[src/rtl/pwm_capture.sv]
// Gate-signal capture: recovers on-time, period and phase-to-carrier-sync of a PWM input
// in clock counts, flagging a stuck input when no rising edge arrives within TIMEOUT cycles.
module pwm_capture #(
  parameter int W       = 11,
  parameter int DT_COMP = 0,
  parameter int TIMEOUT = 2047
) (
  input  logic         clk,
  input  logic         rst,
  input  logic         pwm_in,
  input  logic         sync_in,
  output logic [W-1:0] duty_meas,
  output logic [W-1:0] period_meas,
  output logic [W-1:0] angle_meas,
  output logic         angle_ok,
  output logic         meas_valid,
  output logic         stuck
);

  localparam logic [W-1:0] MAX = {W{1'b1}};
  localparam logic [W-1:0] TO  = W'(TIMEOUT);

  typedef enum logic [1:0] {IDLE, HIGH, LOW} state_t;

  state_t       state, state_nxt;
  logic         s1, s2, s3;
  logic         sy1, sy2;
  logic [W-1:0] per_cnt, per_nxt;
  logic [W-1:0] hi_cnt, hi_nxt;
  logic [W-1:0] ph_cnt, ph_nxt;
  logic         ph_seen, seen_nxt;
  logic         rise, capture, timeout;

  function automatic logic [W-1:0] sat_inc(input logic [W-1:0] x);
    return (x == MAX) ? x : x + 1'b1;
  endfunction

  function automatic logic [W-1:0] dt_comp_sat(input logic [W-1:0] x);
    logic [31:0] s;
    s = 32'(x) + 32'(DT_COMP);
    return (s > 32'(MAX)) ? MAX : s[W-1:0];
  endfunction

  // Front end: pwm synchronizer and the matching sync pipe; ph_cnt is the sync path's
  // third stage, so a sync and a pwm edge sampled on the same clock give angle 0.
  always_ff @(posedge clk) begin
    if (rst) begin
      s1  <= 1'b0;
      s2  <= 1'b0;
      s3  <= 1'b0;
      sy1 <= 1'b0;
      sy2 <= 1'b0;
    end else begin
      s1  <= pwm_in;
      s2  <= s1;
      s3  <= s2;
      sy1 <= sync_in;
      sy2 <= sy1;
    end
  end

  assign rise     = s2 & ~s3;
  assign ph_nxt   = sy2 ? '0 : sat_inc(ph_cnt);
  assign seen_nxt = ph_seen | sy2;

  always_comb begin
    state_nxt = state;
    per_nxt   = per_cnt;
    hi_nxt    = hi_cnt;
    capture   = 1'b0;
    timeout   = 1'b0;
    case (state)
      IDLE: begin
        if (rise) begin
          state_nxt = HIGH;
          per_nxt   = W'(1);
          hi_nxt    = W'(1);
        end
      end
      HIGH, LOW: begin
        per_nxt = sat_inc(per_cnt);
        hi_nxt  = s2 ? sat_inc(hi_cnt) : hi_cnt;
        if (state == LOW && rise) begin
          capture   = 1'b1;
          state_nxt = HIGH;
          per_nxt   = W'(1);
          hi_nxt    = W'(1);
        end else if (per_cnt == TO) begin
          timeout   = 1'b1;
          state_nxt = IDLE;
        end else if (state == HIGH && !s2) begin
          state_nxt = LOW;
        end
      end
      default: state_nxt = IDLE;
    endcase
  end

  // Counter / FSM state register
  always_ff @(posedge clk) begin
    if (rst) begin
      state   <= IDLE;
      per_cnt <= '0;
      hi_cnt  <= '0;
      ph_cnt  <= '0;
      ph_seen <= 1'b0;
    end else begin
      state   <= state_nxt;
      per_cnt <= per_nxt;
      hi_cnt  <= hi_nxt;
      ph_cnt  <= ph_nxt;
      ph_seen <= seen_nxt;
    end
  end

  // Result registers, updated one cycle after the closing rising edge
  always_ff @(posedge clk) begin
    if (rst) begin
      duty_meas   <= '0;
      period_meas <= '0;
      angle_meas  <= '0;
      angle_ok    <= 1'b0;
      meas_valid  <= 1'b0;
      stuck       <= 1'b0;
    end else begin
      meas_valid <= capture;
      if (capture) begin
        period_meas <= per_cnt;
        duty_meas   <= dt_comp_sat(hi_cnt);
        angle_meas  <= ph_nxt;
        angle_ok    <= seen_nxt;
        stuck       <= 1'b0;
      end else if (timeout) begin
        stuck <= 1'b1;
      end
    end
  end

endmodule

[config.mk]
export PLATFORM = sky130hd
export DESIGN_NAME = pwm_capture
export DESIGN_NICKNAME = d
export VERILOG_FILES = /design/src/rtl/pwm_capture.sv
export SDC_FILE = /design/constraint.sdc
export NUM_CORES = 1
export LEC_CHECK = 0
export CORE_ASPECT_RATIO = 1.75
export CORE_UTILIZATION = 47
export DETAILED_ROUTE_END_ITERATION = 8
export PLACE_DENSITY = 0.69
export SLEW_MARGIN = 25
export SYNTH_ARGS = -nofsm -noshare
export SYNTH_HDL_FRONTEND = slang
export SYNTH_SLANG_ARGS = --single-unit
[constraint.sdc]
create_clock -name clk -period 4.5 [get_ports clk]
set_input_delay 0.9 -clock clk [delete_from_list [all_inputs] [get_ports clk]]
set_output_delay 0.9 -clock clk [all_outputs]
set_load 0.01 [all_outputs]
==> flow_summary.json <==
{
  "ir_drop_mv": 0.236,
  "syn_nets": 425,
  "clock_sinks": 77,
  "wire_per_inst_um": 15.4,
  "syn_area_mm2": 0.00343,
  "r2r_cells": 6,
  "synth-edff-count": 0,
  "cts_resized": 0,
  "p_total_mw": 1.47,
  "met3_usage_pct": 5.75,
  "num_vias": 3120,
  "hold_viol": 0,
  "period_needed_ps": 2640,
  "dp_hpwl_um": 5700,
  "cts_root_buf": "clkbuf_16",
  "setup_violations": 0,
  "switching_share_pct": 21.6,
  "finalClockSkew_ps": 5.40,
  "rows": 40,
  "synth_compound_area_share_pct": 21.4,
  "power_density_mw_per_mm2": 355,
  "io_buffers": 39,
  "grt_pass1_wl_um": 13500,
  "area_growth_pct": 20.6,
  "synth-xor-area-share_pct": 0.256,
  "async_flop_share_pct": 0,
  "status": "completed",
  "num_io_pins": 40,
  "totalWireLength_um": 8190,
  "dr.first_iter.drc_count": 166,
  "ys.flop_type": "dfxtp_1",
  "cp-endpoint": "per_cnt[8]$_SDFFE_PP0P_",
  "comb_power_share_pct": 4.3,
  "die_area_mm2": 0.00765,
  "cp-startpoint": "state[0]$_SDFFE_PP0P_",
  "met1_usage_pct": 25.1,
  "vias_per_cell": 5.86,
  "syn-instance-count": 414,
  "synth_simple_gate_area_share_pct": 25.4,
  "start_util_pct": 49.3,
  "place.gp.congestion": 0.888,
  "drive_above_1_share_pct": 6.03,
  "first_global_vias": 2989,
  "seq_area_frac_synth_pct": 45.0,
  "grt_usage_pct": 23.1,
  "hp-class": "flop to flop",
  "synth_cell_type_count": 56,
  "syn_avg_cell_area_um2": 8.28,
  "p_switching_uw": 317,
  "muxShareOfSynthArea_pct": 1.46,
  "met2_usage_pct": 41.2,
  "p_int_mw": 1.15,
  "antenna_cells": 0,
  "drc_errors": 0,
  "worst_slew_pin_slew_ps": 974,
  "grt_overflow": 0,
  "drt_first_pass_iters": 4,
  "maxSlewHeadroom_pct": 34.8,
  "nets": 454,
  "start_kind": "flop",
  "coreArea_mm2": 0.00696,
  "clock_latency_ps": 340,
  "p_leak_nw": 1.33,
  "cts_buffer_depth": 2,
  "worstPathRequired_ps": 4760,
  "ys_seq_elements": 77,
  "setup_tns_ps": 0,
  "layout_commonest_cell": "dfxtp_1",
  "postCtsHoldBufs": 0,
  "grt_setup_unrepaired": "no",
  "dieHeight_um": 115,
  "crit_fanout": 18,
  "regToRegStartpoint": "state[0]$_SDFFE_PP0P_",
  "yosys_warnings": 0,
  "most-common-layout-cells": "dfxtp_1, nand2_1, clkdlybuf4s50_1, a21oi_1, nor2_1",
  "grt_max_degree": 63,
  "cts_tree": "yes",
  "period_share_pct": 58.6,
  "endpoint_kind": "flop",
  "postCtsSetupBuffers": 0,
  "clkPwrFrac_pct": 48.3,
  "slew_viol_final": 0,
  "fmax_mhz": 379,
  "synth_top_family_by_area": "simple AND/OR/NAND/NOR gates",
  "ff2ff_setup_slack_ps": 1860,
  "synth_fa_ha_area_share_pct": 2.56,
  "r2r_end": "per_cnt[8]$_SDFFE_PP0P_",
  "pwr-share-seq_pct": 47.4,
  "grt_busiest_layer": "met2",
  "grt_antenna_before_repair": 0,
  "maxCapViolations": 0,
  "die_x_um": 66.6,
  "min_path_cells": 1,
  "cts_max_level": 3,
  "cts_buffers": 9,
  "clk_pin_slew_ps": 60,
  "antenna_left": 0,
  "path_class": "flop to flop",
  "arrival_ps": 2900
}
per-stage QoR:
stage / utilization (%) / area [um2] / worst slack, ps / std cells / hold slack (ps)
after floorplan: - / 3430 / 2590 / 414 / 414
after global placement: 55.2 / 3840 / 2100 / 516 / 423
after detailed placement: 55.2 / 3840 / 1970 / 516 / 442
after CTS: 59.4 / 4130 / 1930 / 532 / 449
after global routing: 59.4 / 4130 / 1680 / 532 / 468
final: 59.4 / 4130 / 1860 / 532 / 446
power by group through the flow:
stage / combinational [mW] / sequential, mW / clock [mW]
detailed placement: 0.0623 / 0.712 / 0
floorplan: 0.0471 / 0.709 / 0
CTS: 0.0626 / 0.697 / 0.726
finish: 0.0626 / 0.697 / 0.710
global placement: 0.0613 / 0.711 / 0
global route: 0.0692 / 0.698 / 0.762
sequential cells by signal, indices dropped and copies added, names as in the netlist:
signal,cells
state,2
sy1,1
sy2,1
s2,1
hi_cnt,11
per_cnt,11
angle_meas,11
angle_ok,1
period_meas,11
ph_seen,1
meas_valid,1
ph_cnt,11
duty_meas,11
s3,1
s1,1
stuck,1
final cells by class:
| cell class | instances | area [um2] |
|---|---|---|
| clock inverter | 4 | 47.5 |
| clock buffer | 12 | 246 |
| sequential | 77 | 1540 |
| timing repair buffer | 42 | 408 |
| multi-input combinational | 304 | 1750 |
| inverter | 9 | 33.8 |
| fill | 624 | 2820 |
| tap | 84 | 105 |
layer usage:
layer / part of all wire [%] / vias to the layer above / wire (um)
li1: - / 1551 / -
met1: 41 / 1495 / 3340
met4: 1.9 / 0 / 153
met5: 0 / - / 0
met2: 54 / 60 / 4430
met3: 3.1 / 14 / 254
how the worst min path moves through the flow:
stage / start / to / slack [ps]
CTS: angle_meas[2]$_SDFFE_PP0P_ / angle_meas[2]$_SDFFE_PP0P_ / 450
finish: sy1$_SDFF_PP0_ / sy2$_SDFF_PP0_ / 450
global placement: sy1$_SDFF_PP0_ / sy2$_SDFF_PP0_ / 420
detailed placement: angle_meas[2]$_SDFFE_PP0P_ / angle_meas[2]$_SDFFE_PP0P_ / 440
floorplan: s1$_SDFF_PP0_ / s2$_SDFF_PP0_ / 410
global route: sy1$_SDFF_PP0_ / sy2$_SDFF_PP0_ / 470
critical path: stages, from the launching register on:
cell	delay (ps)
dfxtp_1	360
inv_1	90
ha_1	270
and3b_1	420
nor2_1	830
o311ai_0	350
a31oi_1	230
logic make-up after synthesis:
kind of cell	count (synthesis)
xor gates and xnor gates	1
adders and majority gates	7
AOI/OAI and AO/OA	113
DFF	77
buffers and inverters	33
muxes	5
and+or+nand+nor	178
cell usage after synthesis (7+ instances only):
cell,count,area share [%]
nor3_1,7,1.0
or3_1,7,1.3
inv_1,9,0.99
a21oi_1,37,5.4
dfxtp_1,77,45
o21ai_0,19,2.8
nor2_1,32,3.5
clkbuf_1,19,2.1
nand4_1,7,1.3
ha_1,7,2.6
a31oi_1,12,2.2
nand3_1,14,2.0
nor2b_1,7,1.3
nand2_1,69,7.6
Power figures use the tool's default switching activity.
